===== src/rtl/counter_pkg.sv =====
// Shared constants and helpers for the cascaded digit counter.
package counter_pkg;

  localparam int unsigned DIGIT_W    = 4;
  localparam int unsigned MAX_DIGITS = 8;
  localparam int unsigned MAX_RADIX  = 16;

  // Loaded digits beyond the radix saturate to the largest legal digit.
  function automatic logic [DIGIT_W-1:0] clamp_digit(input logic [DIGIT_W-1:0] d,
                                                     input int unsigned radix);
    logic [DIGIT_W-1:0] top;
    top = DIGIT_W'(radix - 1);
    return (d > top) ? top : d;
  endfunction

endpackage


===== src/rtl/digit_counter.sv =====
// One radix-RADIX digit: parallel load with clamping, or a single up/down step.
module digit_counter
  import counter_pkg::*;
#(
  parameter int unsigned RADIX = 16
) (
  input  logic               clock,
  input  logic               clear_n,
  input  logic               step,
  input  logic               up_dn,
  input  logic               load,
  input  logic [DIGIT_W-1:0] ld_digit,
  output logic [DIGIT_W-1:0] digit,
  output logic               at_max,
  output logic               at_min
);

  localparam logic [DIGIT_W-1:0] TOP = DIGIT_W'(RADIX - 1);

  logic [DIGIT_W-1:0] digit_q, digit_d;

  always_comb begin
    digit_d = digit_q;
    if (load) begin
      digit_d = clamp_digit(ld_digit, RADIX);
    end else if (step) begin
      if (up_dn) digit_d = (digit_q == TOP) ? '0 : digit_q + 1'b1;
      else       digit_d = (digit_q == '0) ? TOP : digit_q - 1'b1;
    end
  end

  always_ff @(posedge clock or negedge clear_n) begin
    if (!clear_n) digit_q <= '0;
    else          digit_q <= digit_d;
  end

  assign digit  = digit_q;
  assign at_max = (digit_q == TOP);
  assign at_min = (digit_q == '0);

endmodule


===== src/rtl/multidigit_counter.sv =====
// Cascaded NUM_DIGITS-digit counter with wrap/saturate, terminal-count pulse and sticky overflow.
module multidigit_counter
  import counter_pkg::*;
#(
  parameter int unsigned NUM_DIGITS = 4,
  parameter int unsigned RADIX      = 16,
  localparam int unsigned W         = DIGIT_W * NUM_DIGITS
) (
  input  logic         clock,
  input  logic         clear_n,
  input  logic         enable,
  input  logic         up_dn,
  input  logic         load,
  input  logic [W-1:0] load_value,
  input  logic         sat_mode,
  input  logic         clr_ovf,
  output logic [W-1:0] digits,
  output logic         tc,
  output logic         overflow
);

  if (NUM_DIGITS < 1 || NUM_DIGITS > MAX_DIGITS) begin : g_bad_digits
    $error("multidigit_counter: NUM_DIGITS must be 1..%0d", MAX_DIGITS);
  end
  if (RADIX < 2 || RADIX > MAX_RADIX) begin : g_bad_radix
    $error("multidigit_counter: RADIX must be 2..%0d", MAX_RADIX);
  end

  logic [NUM_DIGITS-1:0] at_max, at_min, step;
  logic                  evt;
  logic                  tc_q, tc_d;
  logic                  ovf_q, ovf_d;

  assign evt = enable & ~load & (up_dn ? (&at_max) : (&at_min));

  // A saturating event freezes every digit; otherwise the ripple chain wraps all digits together.
  always_comb begin
    logic run;
    logic base;
    step = '0;
    run  = 1'b1;
    base = enable & ~load & ~(evt & sat_mode);
    for (int unsigned i = 0; i < NUM_DIGITS; i++) begin
      step[i] = base & run;
      run     = run & (up_dn ? at_max[i] : at_min[i]);
    end
  end

  for (genvar g = 0; g < NUM_DIGITS; g++) begin : g_digit
    digit_counter #(.RADIX(RADIX)) u_digit (
      .clock    (clock),
      .clear_n  (clear_n),
      .step     (step[g]),
      .up_dn    (up_dn),
      .load     (load),
      .ld_digit (load_value[DIGIT_W*g +: DIGIT_W]),
      .digit    (digits[DIGIT_W*g +: DIGIT_W]),
      .at_max   (at_max[g]),
      .at_min   (at_min[g])
    );
  end

  always_comb begin
    tc_d  = evt;
    ovf_d = evt | (ovf_q & ~clr_ovf);
  end

  always_ff @(posedge clock or negedge clear_n) begin
    if (!clear_n) begin
      tc_q  <= 1'b0;
      ovf_q <= 1'b0;
    end else begin
      tc_q  <= tc_d;
      ovf_q <= ovf_d;
    end
  end

  assign tc       = tc_q;
  assign overflow = ovf_q;

endmodule


===== config.mk =====
export PLATFORM = sky130hd
export DESIGN_NAME = multidigit_counter
export DESIGN_NICKNAME = d
export VERILOG_FILES = /design/src/rtl/counter_pkg.sv /design/src/rtl/digit_counter.sv /design/src/rtl/multidigit_counter.sv
export SDC_FILE = /design/constraint.sdc
export NUM_CORES = 1
export LEC_CHECK = 0
export CORE_MARGIN = 1
export CORE_UTILIZATION = 40
export CTS_CLUSTER_DIAMETER = 150
export CTS_CLUSTER_SIZE = 40
export DETAILED_ROUTE_END_ITERATION = 16
export PLACE_DENSITY = 0.7
export RECOVER_POWER = 25
export SLEW_MARGIN = 0
export SYNTH_ARGS = -nofsm -noshare
export SYNTH_HDL_FRONTEND = slang
export SYNTH_SLANG_ARGS = --single-unit

===== constraint.sdc =====
create_clock -name clock -period 2.3 [get_ports clock]
set_input_delay 0.575 -clock clock [delete_from_list [all_inputs] [get_ports clock]]
set_output_delay 0.575 -clock clock [all_outputs]
set_load 0.05 [all_outputs]

==> results.txt <==
Status - completed
Synth Net Count - 225
Post-synth EDFFs - 0
Worst Skew - 0.00102 ns
CP Class - flop to output pin
Slew @ Worst Pin - 1.05 ns
Count of warnings emitted by yosys - 0
Share of cells above drive strength 1 - 22.4%
Resized cells post-CTS - 2
Mapped Area - 1710 um2
Worst vdd ir - 0.000514 V
Starting Density - 42.1%
Post-DP HPWL - 3140 um
Flops & latches, synth - 18
Post-layout min period - 2.23 ns
Drt first pass iters - 4
CP max-delay cell - clkdlybuf4s50_1
Final wirelength - 4090 um
Crit share post-route - 97.0%
Ys flop type - dfrtp_1
Distinct cell type count of the synthesized netlist - 65
Gr usage total - 20.1%
Mapped Cells - 191
Die area - 4540 um2
Crit-path cells - clkdlybuf4s50_1
CTS tree - built
Hold buffer count at cts - 0
Final-report setup violation count - 0
Seq/Total Area, Yosys - 26.4%
RSZ-0062 raised after global routing - no
H-tree level count - 1
DRT antenna net count - 0
Final Hold Vio Count - 0
Vias in the first global route - 1426
IO Port Bufs - 40
Final net count - 285
GPL Wtd Cong - 0.850
Fin. max-slew vios - 0
Hold Path Class - flop to flop
Slew headroom - 29.8%
Die height - 67.4 um
Inserted Diodes - 0
CP peak stage delay - 0.87 ns
CP required - 1.73 ns
Synth area leaders - dfrtp_1 (26%), ha_1 (8.1%), inv_1 (3.3%), xnor2_1 (3.1%), mux2i_1 (2.9%)
Fmax achieved - 448 MHz
Vias - 1630
Clk slew on worst S/H paths - 0.07 ns
Worst path arrival time - 1.66 ns
CP Max Fanout - 11
Post-synth top area share - 26.4%
Area delta synth->final - 39.6%
Area leader, netlist - dfrtp_1
Layout fillers - 367
Clock Tree Buf Depth - 2
Hold WS - 0.540 ns
Root Buffer - clkbuf_8
Post CTS Setup Buffer Count - 0
Antenna violations before repair - 0
Largest net degree at the start of global routing - 22
Number of buffers created by CTS - 3
Overall power consumption - 1690 uW
Core Rows - 23
Synthesized area per cell - 8.95 um2
CTS Sinks - 18
Die width - 67.4 um
Pleak - 0.00102 uW
Pwr dens - 708 nW/um2
Vias per inst - 5.43
Ports - 41
WP buf/inv - 1
CP endpoint kind - output pin
Number of max-cap violations - 0
FFs w/ async S/R, synth - 100%
Core Region - 4060 um2
Crit-path leading delay family - buffers and inverters
Grt total ovfl - 0
Residual DRC - 0
Setup crit start kind - flop
Clk Latency, worst-skew pair - 0.26 ns
WL/cell - 13.6 um
First-pass GRT wire length - 6870 um
DRT iter0 DRCs - 116
## cell usage in the layout (no fill, tap or decap), types with 2 or more instances in the layout
cell type / Yosys / final
clkdlybuf4s50_1: 0 / 33
buf_4: 0 / 30
inv_1: 15 / 15
nand2_1: 12 / 12
ha_1: 11 / 11
dfrtp_1: 18 / 10
nor2_1: 8 / 8
dfrtp_2: 0 / 8
o21ai_0: 7 / 7
nand3_1: 6 / 6
xnor2_1: 6 / 6
o31ai_1: 6 / 6
mux2i_1: 5 / 5
nor3b_1: 4 / 4
nand2b_1: 4 / 4
o21ai_1: 4 / 4
a21oi_1: 4 / 4
xor2_1: 3 / 3
nor3_1: 3 / 3
a22oi_1: 3 / 3
a211oi_1: 3 / 3
a31oi_1: 3 / 3
clkbuf_8: 0 / 3
nor4_1: 2 / 2
a41oi_1: 2 / 2
nor2b_1: 2 / 2
o211ai_1: 2 / 2
and4_1: 2 / 2
o311ai_1: 2 / 2
mux2_2: 2 / 2
a311oi_1: 2 / 2
nand4b_1: 2 / 2
and4b_1: 2 / 2
clkbuf_1: 4 / 2
buf_12: 0 / 2
## per-layer routing
layer	share of wire [%]	vias to the layer above	track usage, %
li1	-	838	-
met1	49	744	28.3
met2	46	44	31.6
met3	4.3	4	3.04
met4	0.93	0	5.59
met5	0	-	0
## final timing paths
kind,cells past startpoint,from,end,slack (ns)
min,2,overflow,overflow,0.54
min in group asynchronous,2,clear_n,g_digit[1].u_digit.digit[2],1.01
min reg2reg,2,overflow,overflow,0.54
max,1,g_digit[0].u_digit.digit[3],digits[3],0.07
max reg2reg,8,g_digit[1].u_digit.digit[0],g_digit[2].u_digit.digit[3],0.15
max in group asynchronous,2,clear_n,g_digit[2].u_digit.digit[0],0.59
## through the flow
stage / TNS [ns] / std cells / cell area (um2) / util (%) / setup WS (ns)
floorplan: 0 / 191 / 1720 / - / 0.116
global placement: -3.29 / 296 / 2340 / 57.7 / -0.275
detailed placement: -3.99 / 296 / 2340 / 57.7 / -0.346
CTS: 0 / 300 / 2390 / 58.9 / 0.0680
global route: 0 / 300 / 2390 / 58.8 / 0.0138
finish: 0 / 300 / 2390 / 58.8 / 0.0691
## sequential cells by signal, summed over array words and instances (netlist names)
register and cells:
g_digit.u_digit.digit 16, overflow 1, tc 1
## Yosys cell counts (5+ instances only)
cell and count:
buf_2 7, dfrtp_1 18, ha_1 11, inv_1 15, mux2i_1 5, nand2_1 12
nand3_1 6, nor2_1 8, o21ai_0 7, o31ai_1 6, xnor2_1 6
## final cells by class
type | instances | area [um2] | area share [%]
clock buffer | 4 | 45.0 | 1.89
inverter | 16 | 60.1 | 2.52
multi-input combinational | 144 | 1140 | 47.8
sequential | 18 | 460 | 19.3
tap | 50 | 62.6 | 2.62
timing repair buffer | 68 | 618 | 25.9
## report_power, final
group / switching [uW] / internal, uW
sequential: 116 / 381
clock: 119 / 124
combinational: 544 / 405
total: 779 / 909
## cell families after synthesis
kind of cell	share of synthesized area [%]
XOR/XNOR	4.61
AO/OA/AOI/OAI	26.3
AND/OR/NAND/NOR	22.5
adder cells (fa/ha/maj)	8.05
flip-flops	26.4
buffers and inverters	7.32
multiplexers	4.90
Power figures use the tool's default switching activity.
